`src/rtl/ifu_pkg.sv`:
```
// Shared definitions for the instruction fetch unit.
// Holds datapath widths, the default reset PC and the fetch FSM state encoding.
package ifu_pkg;

    localparam int XLEN    = 64;
    localparam int INST_DW = 32;

    localparam logic [XLEN-1:0] RESET_PC_DEFAULT = 64'h8000_0000;

    typedef enum logic [1:0] {
        S_REQ  = 2'd0,
        S_WAIT = 2'd1,
        S_HOLD = 2'd2
    } ifu_state_e;

endpackage

```
`src/rtl/ifu.sv`:
```
// Instruction fetch unit: issues one fetch at a time and holds each
// instruction for the decoder, with redirect and fault handling.
// Ports:
//   clk, rst                        clock, async active-high reset
//   redirect_valid, redirect_pc     branch/jump redirect
//   imem_req_valid/ready/addr       fetch request channel
//   imem_rsp_valid/data/err         fetch response (no backpressure)
//   out_valid/ready                 decoder handshake
//   out_instr, out_pc, out_fault    held instruction, its PC and fault flag
module ifu
    import ifu_pkg::*;
#(
    parameter logic [XLEN-1:0] RESET_PC = RESET_PC_DEFAULT
) (
    input  logic               clk,
    input  logic               rst,
    input  logic               redirect_valid,
    input  logic [XLEN-1:0]    redirect_pc,
    output logic               imem_req_valid,
    input  logic               imem_req_ready,
    output logic [XLEN-1:0]    imem_req_addr,
    input  logic               imem_rsp_valid,
    input  logic [INST_DW-1:0] imem_rsp_data,
    input  logic               imem_rsp_err,
    output logic               out_valid,
    input  logic               out_ready,
    output logic [INST_DW-1:0] out_instr,
    output logic [XLEN-1:0]    out_pc,
    output logic               out_fault
);

    ifu_state_e         state, state_n;
    logic [XLEN-1:0]    pc, pc_n;
    logic               kill, kill_n;
    logic [INST_DW-1:0] instr_n;
    logic [XLEN-1:0]    opc_n;
    logic               fault_n;
    logic               misaligned;

    assign misaligned    = |pc[1:0];
    assign imem_req_addr = pc;

    always_ff @(posedge clk or posedge rst) begin
        if (rst) begin
            state <= S_REQ;
        end else begin
            state <= state_n;
        end
    end

    always_ff @(posedge clk or posedge rst) begin
        if (rst) begin
            pc        <= RESET_PC;
            kill      <= 1'b0;
            out_instr <= '0;
            out_pc    <= '0;
            out_fault <= 1'b0;
        end else begin
            pc        <= pc_n;
            kill      <= kill_n;
            out_instr <= instr_n;
            out_pc    <= opc_n;
            out_fault <= fault_n;
        end
    end

    always_comb begin
        state_n        = state;
        pc_n           = pc;
        kill_n         = kill;
        instr_n        = out_instr;
        opc_n          = out_pc;
        fault_n        = out_fault;
        imem_req_valid = 1'b0;
        out_valid      = 1'b0;
        unique case (state)
            S_REQ: begin
                imem_req_valid = !misaligned && !rst;
                if (redirect_valid) begin
                    pc_n = redirect_pc;
                    // Request already handed off: its response must be dropped.
                    if (imem_req_valid && imem_req_ready) begin
                        kill_n  = 1'b1;
                        state_n = S_WAIT;
                    end
                end else if (misaligned) begin
                    state_n = S_HOLD;
                    instr_n = '0;
                    opc_n   = pc;
                    fault_n = 1'b1;
                end else if (imem_req_ready) begin
                    state_n = S_WAIT;
                end
            end
            S_WAIT: begin
                if (imem_rsp_valid) begin
                    kill_n = 1'b0;
                    if (redirect_valid) begin
                        pc_n    = redirect_pc;
                        state_n = S_REQ;
                    end else if (kill) begin
                        state_n = S_REQ;
                    end else begin
                        state_n = S_HOLD;
                        instr_n = imem_rsp_err ? '0 : imem_rsp_data;
                        opc_n   = pc;
                        fault_n = imem_rsp_err;
                    end
                end else if (redirect_valid) begin
                    // Later redirects only retarget pc; one response still owed.
                    pc_n   = redirect_pc;
                    kill_n = 1'b1;
                end
            end
            S_HOLD: begin
                out_valid = 1'b1;
                if (redirect_valid) begin
                    pc_n    = redirect_pc;
                    state_n = S_REQ;
                end else if (out_ready) begin
                    pc_n    = pc + XLEN'(4);
                    state_n = S_REQ;
                end
            end
            default: state_n = S_REQ;
        endcase
    end

endmodule

```
`config.mk`:
```
export PLATFORM = sky130hd
export DESIGN_NAME = ifu
export DESIGN_NICKNAME = d
export VERILOG_FILES = /design/src/rtl/ifu_pkg.sv /design/src/rtl/ifu.sv
export SDC_FILE = /design/constraint.sdc
export NUM_CORES = 1
export LEC_CHECK = 0
export CAP_MARGIN = 20
export CORE_MARGIN = 5
export CORE_UTILIZATION = 38
export CTS_BUF_LIST = sky130_fd_sc_hd__clkbuf_4 sky130_fd_sc_hd__clkbuf_8 sky130_fd_sc_hd__clkbuf_16
export CTS_CLUSTER_SIZE = 24
export DETAILED_ROUTE_END_ITERATION = 16
export HOLD_SLACK_MARGIN = 0.02
export PLACE_DENSITY = 0.76
export SLEW_MARGIN = 15
export SYNTH_ARGS = -nofsm -noshare
export SYNTH_HDL_FRONTEND = slang
export SYNTH_SLANG_ARGS = --single-unit
```
`constraint.sdc`:
```
create_clock -name clk -period 17.1 [get_ports clk]
set_clock_uncertainty 0.15 [all_clocks]
set_input_delay 4.275 -clock clk [delete_from_list [all_inputs] [get_ports clk]]
set_output_delay 4.275 -clock clk [all_outputs]
set_load 0.03 [all_outputs]
```
==> flow_metrics.env <==
export IMPL_hold_path_class="reg -> reg"
export IMPL_hold_end="out_pc[0]"
export IMPL_grt_first_pass_wirelength_um=44900
export IMPL_chipHeight_um=157
export IMPL_period_minus_slack_ns=10.15
export IMPL_synth_xor_area_share=0
export IMPL_portBuffers=265
export IMPL_vias=8483
export IMPL_area_delta_synth_final_pct=42.2
export IMPL_synth_area_top_cells="dfrtp_1 (50%), nand2_1 (11%), nand3_1 (3.7%)"
export IMPL_r2r_cells=6
export IMPL_fmax_ghz=0.0986
export IMPL_finalSetupViolCount=0
export IMPL_outcome="completed"
export IMPL_hold_viol=0
export IMPL_synth_fp_nets=1047
export IMPL_viasPerCell=5.81
export IMPL_insertion_delay_ns=0.43
export IMPL_crit_family="buffers and inverters"
export IMPL_die_w_um=157
export IMPL_place_detailed_hpwl_um=20400
export IMPL_synthSimpleGateAreaFrac=0.300
export IMPL_grt_max_degree=97
export IMPL_crit_buf_inv=2
export IMPL_synth_top_cell_by_area="dfrtp_1"
export IMPL_seqCellArea_mm2=0.00411
export IMPL_fin_crit_sh=0.593
export IMPL_grt_antenna_before_repair=1
export IMPL_cts_buffers=17
export IMPL_fillerInstances=1950
export IMPL_ant_nets=0
export IMPL_r2r_end="imem_req_addr[33]"
export IMPL_worst_pin_slew_ns=1.00
export IMPL_path_cells="clkdlybuf4s50_1 > nor3b_1 > clkdlybuf4s50_1"
export IMPL_synth_mux_area_frac=0.00489
export IMPL_leakage_nw=4.87
export IMPL_ctsHoldBuffers=0
export IMPL_design_area_mm2=0.0116
export IMPL_hold_depth=2
export IMPL_endpoint_kind="output port"
export IMPL_synth_edf_count=0
export IMPL_max_slew_margin=0.330
export IMPL_syn_area_per_cell_um2=8.68
export IMPL_irDropWorstVdd_v=0.0000885
export IMPL_cp_slowest_stage_delay_ns=0.70
export IMPL_slew_violations=0
export IMPL_num_rows=53
export IMPL_synth_seq_area_share=0.501
export IMPL_firstDrtPassIters=6
export IMPL_drt_total_wl_um=29300
export IMPL_cap_violations=0
export IMPL_synth_area_mm2=0.00819
export IMPL_synth_compound_area_share=0.155
export IMPL_ys_seq_elements=164
export IMPL_p_total_mw=2.10
export IMPL_synthCells=943
export IMPL_gp_congestion=0.915
export IMPL_post_dp_cell_area_mm2=0.0111
export IMPL_cp_common_cell="clkdlybuf4s50_1"
export IMPL_synthTopCellsByCount="nand2_1 (240), dfrtp_1 (163), nand3_1 (61)"
export IMPL_r2r_slack_ns=13.99
export IMPL_numClockSinks=164
export IMPL_synth_top_family_by_area="simple AND/OR/NAND/NOR gates"
export IMPL_tns_ns=0
export IMPL_cts_max_level=4
export IMPL_async_flop_share=1.00
export IMPL_drcViolationCount=0
export IMPL_worstSetupPathType="in -> out"
export IMPL_ys_types=54
export IMPL_wl_per_cell_um=20.1
export IMPL_cts_clk_slew_worst_paths_ns=0.06
export IMPL_num_antenna_cells=0
export IMPL_synth_main_ff_cell="dfrtp_1"
export IMPL_cpMaxStageDelayCell="clkdlybuf4s50_1"
export IMPL_synth_fa_ha_area_frac=0.00153
export IMPL_ctsResizeCount=0
export IMPL_rsz0062_at_grt="false"
export IMPL_overflow=0
export IMPL_grt_pass1_vias=7809
export IMPL_drive_above_1_share=0.0506
export IMPL_die_area_mm2=0.0246
export IMPL_worstPathArrival_ns=5.72
export IMPL_drt_iter0_drc=827
export IMPL_nets=1276
export IMPL_start_util=0.388
export IMPL_gr_usage_all_layers=0.230
export IMPL_r2r_start="state[1]"
export IMPL_yosysMostFrequentCell="nand2_1"
export IMPL_clock_path_buffers=2
export IMPL_post_cts_buffers=0
export IMPL_hp_start="out_pc[0]"
export IMPL_powerDensity_mw_per_mm2=180
export IMPL_critPathRequiredTime_ns=12.68
export IMPL_multi_input_area_mm2=0.00382
export IMPL_io_pins=266
export IMPL_cts_tree="built"
export IMPL_fin_util=0.552
export IMPL_core_area_mm2=0.0211
export IMPL_root_buffer="clkbuf_16"
export IMPL_yosysWarnings=0
export IMPL_start_kind="primary input"
export IMPL_path_max_fanout=3
export IMPL_yosysTopAreaCellShare=0.498
[metrics by stage]
| step | setup slack (ns) | hold WS [ns] | cells |
|---|---|---|---|
| 6_report | 6.95 | 0.323 | 1460 |
| 5_1_grt | 6.92 | 0.347 | 1460 |
| 4_1_cts | 6.97 | 0.328 | 1460 |
| 3_5_place_dp | 6.98 | 0.312 | 1428 |
| 3_3_place_gp | 6.98 | 0.308 | 1428 |
| 2_1_floorplan | 7.67 | 0.316 | 943 |
[cells in the final DEF (no fill, tap or decap), types with 4 or more instances in the layout]
cell type / synthesis / routed
a21oi_1: 37 / 36
nor4_1: 20 / 20
nor2_1: 42 / 42
and4_1: 12 / 12
clkdlybuf4s50_1: 0 / 265
a31oi_1: 4 / 4
o21ai_0: 45 / 45
nand2_1: 240 / 240
a22oi_1: 8 / 8
a22o_1: 34 / 34
inv_8: 0 / 4
clkbuf_16: 0 / 17
nor3_1: 29 / 27
dfrtp_1: 163 / 163
buf_4: 0 / 12
nand4_1: 45 / 45
and3_1: 8 / 8
inv_6: 0 / 9
mux2i_1: 4 / 4
o22ai_1: 14 / 14
or3_1: 14 / 13
a2bb2oi_1: 9 / 9
or4_1: 14 / 14
nand3_1: 61 / 61
inv_1: 11 / 10
[layout make-up]
type / count / area share
repair buffers: 277 / 0.236
clock buffers: 17 / 0.0365
clock inverters: 15 / 0.0135
multi-input cells: 701 / 0.328
inverters: 11 / 0.00398
well taps: 275 / 0.0296
flip-flops and latches: 164 / 0.353
[per-layer routing]
metal / vias to the layer above / global-route usage / wire, um
li1: 3892 / - / -
met1: 4078 / 0.317 / 12400
met2: 461 / 0.359 / 13400
met3: 50 / 0.0561 / 2850
met4: 2 / 0.0723 / 643
met5: - / 0 / 15
[worst max path at each step]
stage	from	end	slack (ns)	cells past startpoint
2_1_floorplan	rst	imem_req_valid	7.67	1
3_3_place_gp	rst	imem_req_valid	6.98	3
3_5_place_dp	rst	imem_req_valid	6.98	3
4_1_cts	rst	imem_req_valid	6.97	3
5_1_grt	rst	imem_req_valid	6.92	3
6_report	rst	imem_req_valid	6.95	3
[state kept, by name (all words and copies together) (netlist names)]
register	count
imem_req_addr	64
state	2
out_instr	32
out_fault	1
out_pc	64
kill	1
[kinds of logic after synthesis]
kind of cell             Yosys count
adder cells (fa/ha/maj)            1
multiplexers                       4
flip-flops                       164
AND/OR/NAND/NOR                  509
buffers and inverters             78
AO/OA/AOI/OAI                    187
[report_power, final]
| part | internal (mW) | total, mW | leakage (nW) | switching (mW) |
|---|---|---|---|---|
| Sequential | 0.529 | 0.717 | 2.03 | 0.188 |
| Clock | 0.208 | 0.390 | 0.288 | 0.182 |
| Combinational | 0.384 | 0.989 | 2.55 | 0.605 |
| Total | 1.12 | 2.10 | 4.87 | 0.975 |
[tightest hold or removal path, cell delays in order, from the launching register on]
cell and delay [ns]:
dfrtp_1 0.34, nand2_1 0.05, nand2_1 0.05
Note: power is estimated with default switching activity, not from simulation.
